===== src/rtl/flash_xip_pkg.sv =====
// Shared types and address-window defaults for the flash XIP line buffer.
package flash_xip_pkg;

    // Buffer control states: idle/decode, then a setup/access pair per fill word, then the reply.
    typedef enum logic [1:0] {
        IDLE        = 2'd0,
        FILL_SETUP  = 2'd1,
        FILL_ACCESS = 2'd2,
        RESP        = 2'd3
    } state_t;

    localparam logic [31:0] FLASH_START_DEF = 32'h3000_0000;
    localparam logic [31:0] FLASH_END_DEF   = 32'h3fff_ffff;

endpackage


===== src/rtl/flash_xip_line_buf.sv =====
// Single-line read buffer between the CPU APB fabric and the SPI flash XIP bridge.
// Hits and rejected accesses complete in the first access cycle. A miss refills the
// whole line with sequential downstream APB reads and then answers in one RESP cycle.
//
// Handshake: upstream completer follows APB. A request is decoded only in IDLE while
// s_psel & s_penable are both high, and s_paddr must stay stable until s_pready. The
// downstream requester holds m_psel for one setup cycle, then m_psel & m_penable until
// m_pready. The current FSM state is kept in the `state` signal for debug and checkers.
module flash_xip_line_buf
    import flash_xip_pkg::*;
#(
    parameter int          LINE_WORDS  = 4,
    parameter logic [31:0] FLASH_START = FLASH_START_DEF,
    parameter logic [31:0] FLASH_END   = FLASH_END_DEF
) (
    input  logic        clock,
    input  logic        reset,
    input  logic [31:0] s_paddr,
    input  logic        s_psel,
    input  logic        s_penable,
    input  logic [2:0]  s_pprot,
    input  logic        s_pwrite,
    input  logic [31:0] s_pwdata,
    input  logic [3:0]  s_pstrb,
    output logic        s_pready,
    output logic [31:0] s_prdata,
    output logic        s_pslverr,
    output logic [31:0] m_paddr,
    output logic        m_psel,
    output logic        m_penable,
    output logic [2:0]  m_pprot,
    output logic        m_pwrite,
    output logic [31:0] m_pwdata,
    output logic [3:0]  m_pstrb,
    input  logic        m_pready,
    input  logic [31:0] m_prdata,
    input  logic        m_pslverr,
    input  logic        flush
);

    localparam int IDX_W = $clog2(LINE_WORDS);
    localparam int TAG_W = 32 - IDX_W - 2;
    localparam logic [IDX_W-1:0] LAST_IDX = IDX_W'(LINE_WORDS - 1);

    state_t            state;
    logic              valid;
    logic              err_q;
    logic              flush_pend;
    logic [TAG_W-1:0]  tag_q;
    logic [IDX_W-1:0]  req_idx;
    logic [IDX_W-1:0]  cnt;
    logic [2:0]        pprot_q;
    logic [31:0]       m_paddr_q;
    logic [31:0]       data [LINE_WORDS];

    logic              access;
    logic              in_range;
    logic              reject;
    logic              hit;
    logic              miss;
    logic [TAG_W-1:0]  req_tag;
    logic [IDX_W-1:0]  req_word;
    logic [IDX_W-1:0]  cnt_next;
    logic              store_word;

    // Write data and strobes are meaningless for a read-only buffer.
    logic unused_inputs;
    assign unused_inputs = ^{s_pwdata, s_pstrb};

    assign req_tag  = s_paddr[31:IDX_W+2];
    assign req_word = s_paddr[IDX_W+1:2];
    assign cnt_next = cnt + IDX_W'(1);

    // Decode the upstream access phase into reject / hit / miss.
    always_comb begin
        access   = (state == IDLE) && s_psel && s_penable;
        in_range = (s_paddr >= FLASH_START) && (s_paddr <= FLASH_END);
        reject   = access && (s_pwrite || !in_range);
        hit      = access && !reject && valid && (tag_q == req_tag);
        miss     = access && !reject && !hit;
    end

    assign store_word = (state == FILL_ACCESS) && m_pready && !m_pslverr && !reset;

    // Upstream response: hits and rejects answer immediately, misses answer from RESP.
    always_comb begin
        s_pready  = reject || hit || (state == RESP);
        s_pslverr = reject || ((state == RESP) && err_q);
        s_prdata  = 32'd0;
        if (hit)
            s_prdata = data[req_word];
        else if ((state == RESP) && !err_q)
            s_prdata = data[req_idx];
    end

    // Downstream requester outputs follow directly from the registered state.
    always_comb begin
        m_psel    = (state == FILL_SETUP) || (state == FILL_ACCESS);
        m_penable = (state == FILL_ACCESS);
        m_paddr   = m_paddr_q;
        m_pprot   = pprot_q;
        m_pwrite  = 1'b0;
        m_pwdata  = 32'd0;
        m_pstrb   = 4'd0;
    end

    // Line storage; contents are only trusted when valid is set, so no reset is needed.
    always_ff @(posedge clock) begin
        if (store_word)
            data[cnt] <= m_prdata;
    end

    // Control FSM: decode, linear line refill, one-cycle response, flush bookkeeping.
    always_ff @(posedge clock) begin
        if (reset) begin
            state      <= IDLE;
            valid      <= 1'b0;
            err_q      <= 1'b0;
            flush_pend <= 1'b0;
            tag_q      <= '0;
            req_idx    <= '0;
            cnt        <= '0;
            pprot_q    <= 3'd0;
            m_paddr_q  <= 32'd0;
        end else begin
            case (state)
                IDLE: begin
                    // A same-cycle hit is still served from the current data above.
                    if (flush)
                        valid <= 1'b0;
                    if (miss) begin
                        valid     <= 1'b0;
                        tag_q     <= req_tag;
                        req_idx   <= req_word;
                        pprot_q   <= s_pprot;
                        cnt       <= '0;
                        err_q     <= 1'b0;
                        m_paddr_q <= {req_tag, {IDX_W{1'b0}}, 2'b00};
                        state     <= FILL_SETUP;
                    end
                end
                FILL_SETUP: begin
                    if (flush)
                        flush_pend <= 1'b1;
                    state <= FILL_ACCESS;
                end
                FILL_ACCESS: begin
                    if (flush)
                        flush_pend <= 1'b1;
                    if (m_pready) begin
                        if (m_pslverr) begin
                            err_q <= 1'b1;
                            state <= RESP;
                        end else if (cnt == LAST_IDX) begin
                            state <= RESP;
                        end else begin
                            cnt       <= cnt_next;
                            m_paddr_q <= {tag_q, cnt_next, 2'b00};
                            state     <= FILL_SETUP;
                        end
                    end
                end
                RESP: begin
                    // A flush landing on the reply cycle also keeps the line invalid.
                    valid      <= !err_q && !flush_pend && !flush;
                    flush_pend <= 1'b0;
                    state      <= IDLE;
                end
                default: state <= IDLE;
            endcase
        end
    end

endmodule


===== config.mk =====
export PLATFORM = sky130hd
export DESIGN_NAME = flash_xip_line_buf
export DESIGN_NICKNAME = d
export VERILOG_FILES = /design/src/rtl/flash_xip_pkg.sv /design/src/rtl/flash_xip_line_buf.sv
export SDC_FILE = /design/constraint.sdc
export NUM_CORES = 1
export LEC_CHECK = 0
export ABC_AREA = 1
export CORE_ASPECT_RATIO = 0.7
export CORE_MARGIN = 5
export CORE_UTILIZATION = 40
export DETAILED_ROUTE_END_ITERATION = 10
export GPL_ROUTABILITY_DRIVEN = 0
export PLACE_DENSITY = 0.65
export SYNTH_ARGS = -nofsm -noshare
export SYNTH_HDL_FRONTEND = slang
export SYNTH_SLANG_ARGS = --single-unit

===== constraint.sdc =====
create_clock -name clock -period 7.8 [get_ports clock]
set_input_delay 1.56 -clock clock [delete_from_list [all_inputs] [get_ports clock]]
set_output_delay 1.56 -clock clock [all_outputs]
set_load 0.02 [all_outputs]

==> results.md <==
- Setup Fix Bufs, Post-CTS: 0
- DR iter-0 viols: 450
- Sequential cell area: 5250 um^2
- Worst Max-Slew Pin Slew: 1.07 ns
- Port bufs: 141
- Synth Area per Inst: 8.47 um^2
- Number of synthesized register bits: 198
- Fin crit period: 6.31 ns
- Initial DRT Pass Iterations: 5
- Die Height: 143 um
- Max cap viols: 0
- Num rows: 48
- GRT Overall Usage: 0.176
- Worst vdd ir: 0.143 mV
- CP arrival: 4.75 ns
- Largest cells by area after synthesis: edfxtp_1 (38%), dfxtp_1 (14%), o21ai_0 (10%)
- Share of cells above drive strength 1: 0.0685
- Die Area: 28800 um^2
- Max Clk Rate: 159 MHz
- H-tree Lvls: 4
- Met3 GRT Util: 0.0426
- Reg2Reg Depth: 11
- TNS Setup: 0 ns
- Synthesis warning total: 0
- Post-Syn Instances: 1202
- Clock tree from TritonCTS: built
- Dpl cells: 1607
- Largest area contributor in the netlist: edfxtp_1
- Worst-Skew Late Latency: 0.43 ns
- Main flop type after synthesis: edfxtp_1
- Clk slew on worst S/H paths: 0.07 ns
- Max-slew headroom: 0.284
- DRC: 0
- CP max FO: 40
- Clock Skew: 0.0158 ns
- Util after Layout: 0.494
- Register area share after synthesis: 0.515
- Grt ovf: 0
- Non-filler instance count after layout: 1638
- Status: finished clean
- Initial antenna violation count: 1
- ANT cells: 0
- Met1 global-route usage: 0.232
- Fillers: 2384
- Pin count of the biggest net entering global routing: 97
- RSZ-0062 raised after global routing: false
- Max-slew violation count: 0
- Num ports: 219
- Routed via count: 8160
- WHS: 0.482 ns
- First-pass GRT wire length: 40600 um
- Post-DP HPWL: 15800 um
- P&R area growth vs syn: 20.8%
- Antenna Nets Post-Route: 0
- Final Hold Viols: 0
- Vias/cell: 4.98
- Root buf cell: clkbuf_16
- GRT busiest layer: met2
- Hold Buf Count CTS: 0
- Number of global-route vias before repair: 7724
- Synth async-reset ratio: 0
- Commonest cells post-synth: o21ai_0 (213), nor2_1 (177), nand2_1 (175)
- Post-synth top area share: 0.378
- HP Class: reg2reg
- Final worst-path cycle share: 0.808
- GR met2 Demand/Resource: 0.297
- CP Launch Type: input pin
- Resized cells post-CTS: 0
- Final Setup Violations: 0
- Top-count cell post-synth: o21ai_0
- CTS Buf Count: 17
- Synth cell types: 29
- CTS Sinks: 198
- Clock tree buffer depth: 2
- Die width: 201 um
- EDFF count, synth: 128
- Core Region: 24900 um^2
- Leak pwr: 4.66 nW
- Pwr/cell area: 219 nW/um^2
- Mapped Area: 10200 um^2
- Critical Path Sink Type: primary output
- Critical path class: in2out
- Nets@finish: 1420
- Drt wl/cell: 15.7 um
- Required time worst endpoint: 6.24 ns
- Post-layout total power: 2.70 mW
- Area occupied by multi-input gates: 4020 um^2
- Hold depth: 2
- Initial core utilization: 0.409
- Drt total wl: 25700 um
[logic make-up (layout without fill, tap and decap cells)]
kind of cell / after synthesis / count (layout) / synth area share
AO/OA/AOI/OAI: 343 / 343 / 0.180
XOR/XNOR: 10 / 10 / 0.00861
adder cells (fa/ha/maj): 8 / 8 / 0.00984
buffers and inverters: 237 / 310 / 0.107
flip-flops: 198 / 198 / 0.515
multiplexers: 32 / 32 / 0.0354
other: 1 / 39 / 0.000368
AND/OR/NAND/NOR: 373 / 373 / 0.143
[per-stage QoR]
step | instance area [um^2] | setup slack [ns]
after floorplan | 10300 | 3.27
after detailed placement | 11700 | 1.46
after CTS | 12300 | 1.43
after global placement | 11700 | 1.44
after global routing | 12300 | 1.26
final | 12300 | 1.49
[where the power goes]
| group | internal, mW | total, mW | switching (mW) |
|---|---|---|---|
| sequential | 1.18 | 1.21 | 0.0368 |
| clock | 0.515 | 0.926 | 0.410 |
| combinational | 0.223 | 0.557 | 0.334 |
[worst max-delay path, cell delays in order]
cell	delay [ns]
clkdlybuf4s50_1	0.54
nand2_1	0.07
inv_1	0.05
nand3_1	0.16
nor2_2	0.22
nand3_1	0.10
nor2_1	0.12
nand3_2	0.55
buf_12	0.42
a21oi_1	0.26
clkdlybuf4s50_1	0.66
[layout make-up]
cell class / count / area share
clock buffers: 17 / 0.0346
clock inverters: 14 / 0.0155
inverters: 125 / 0.0382
multi-input cells: 805 / 0.327
flip-flops and latches: 198 / 0.427
well taps: 325 / 0.0331
repair buffers: 154 / 0.124
[metal layers]
metal / vias up / wire (um)
li1: 4106 / -
met5: - / 13
met1: 3804 / 11600
met2: 228 / 12200
met3: 20 / 1610
met4: 2 / 225
[flip-flops by register name (all words and copies together) (netlist names), 2 cells and up, named ones only]
signal   cells
data       128
m_paddr     29
m_pprot      3
req_idx      2
state        2
tag_q       28
[cells in the final DEF, fill, tap and decap left out, types with 3 or more instances in the layout]
cell type,n
nand3_1,13
a211oi_1,13
o21bai_1,32
o21ai_0,213
mux2_2,32
nand2_1,175
dfxtp_1,69
xor2_1,7
buf_4,11
clkbuf_16,17
edfxtp_1,128
ha_1,7
a21oi_1,84
nor2_1,172
bufinv_16,3
clkdlybuf4s50_1,140
nor2_4,4
inv_1,123
inv_8,4
conb_1,39
xnor2_1,3
inv_6,3
[path summary, 6_finish.rpt]
kind,start,end,slack [ns]
min,tag_q[27],tag_q[27],0.48
min reg2reg,tag_q[27],tag_q[27],0.48
max,s_paddr[28],s_prdata[9],1.49
max reg2reg,state[0],register,4.05
(Power assumes the default switching activity.)
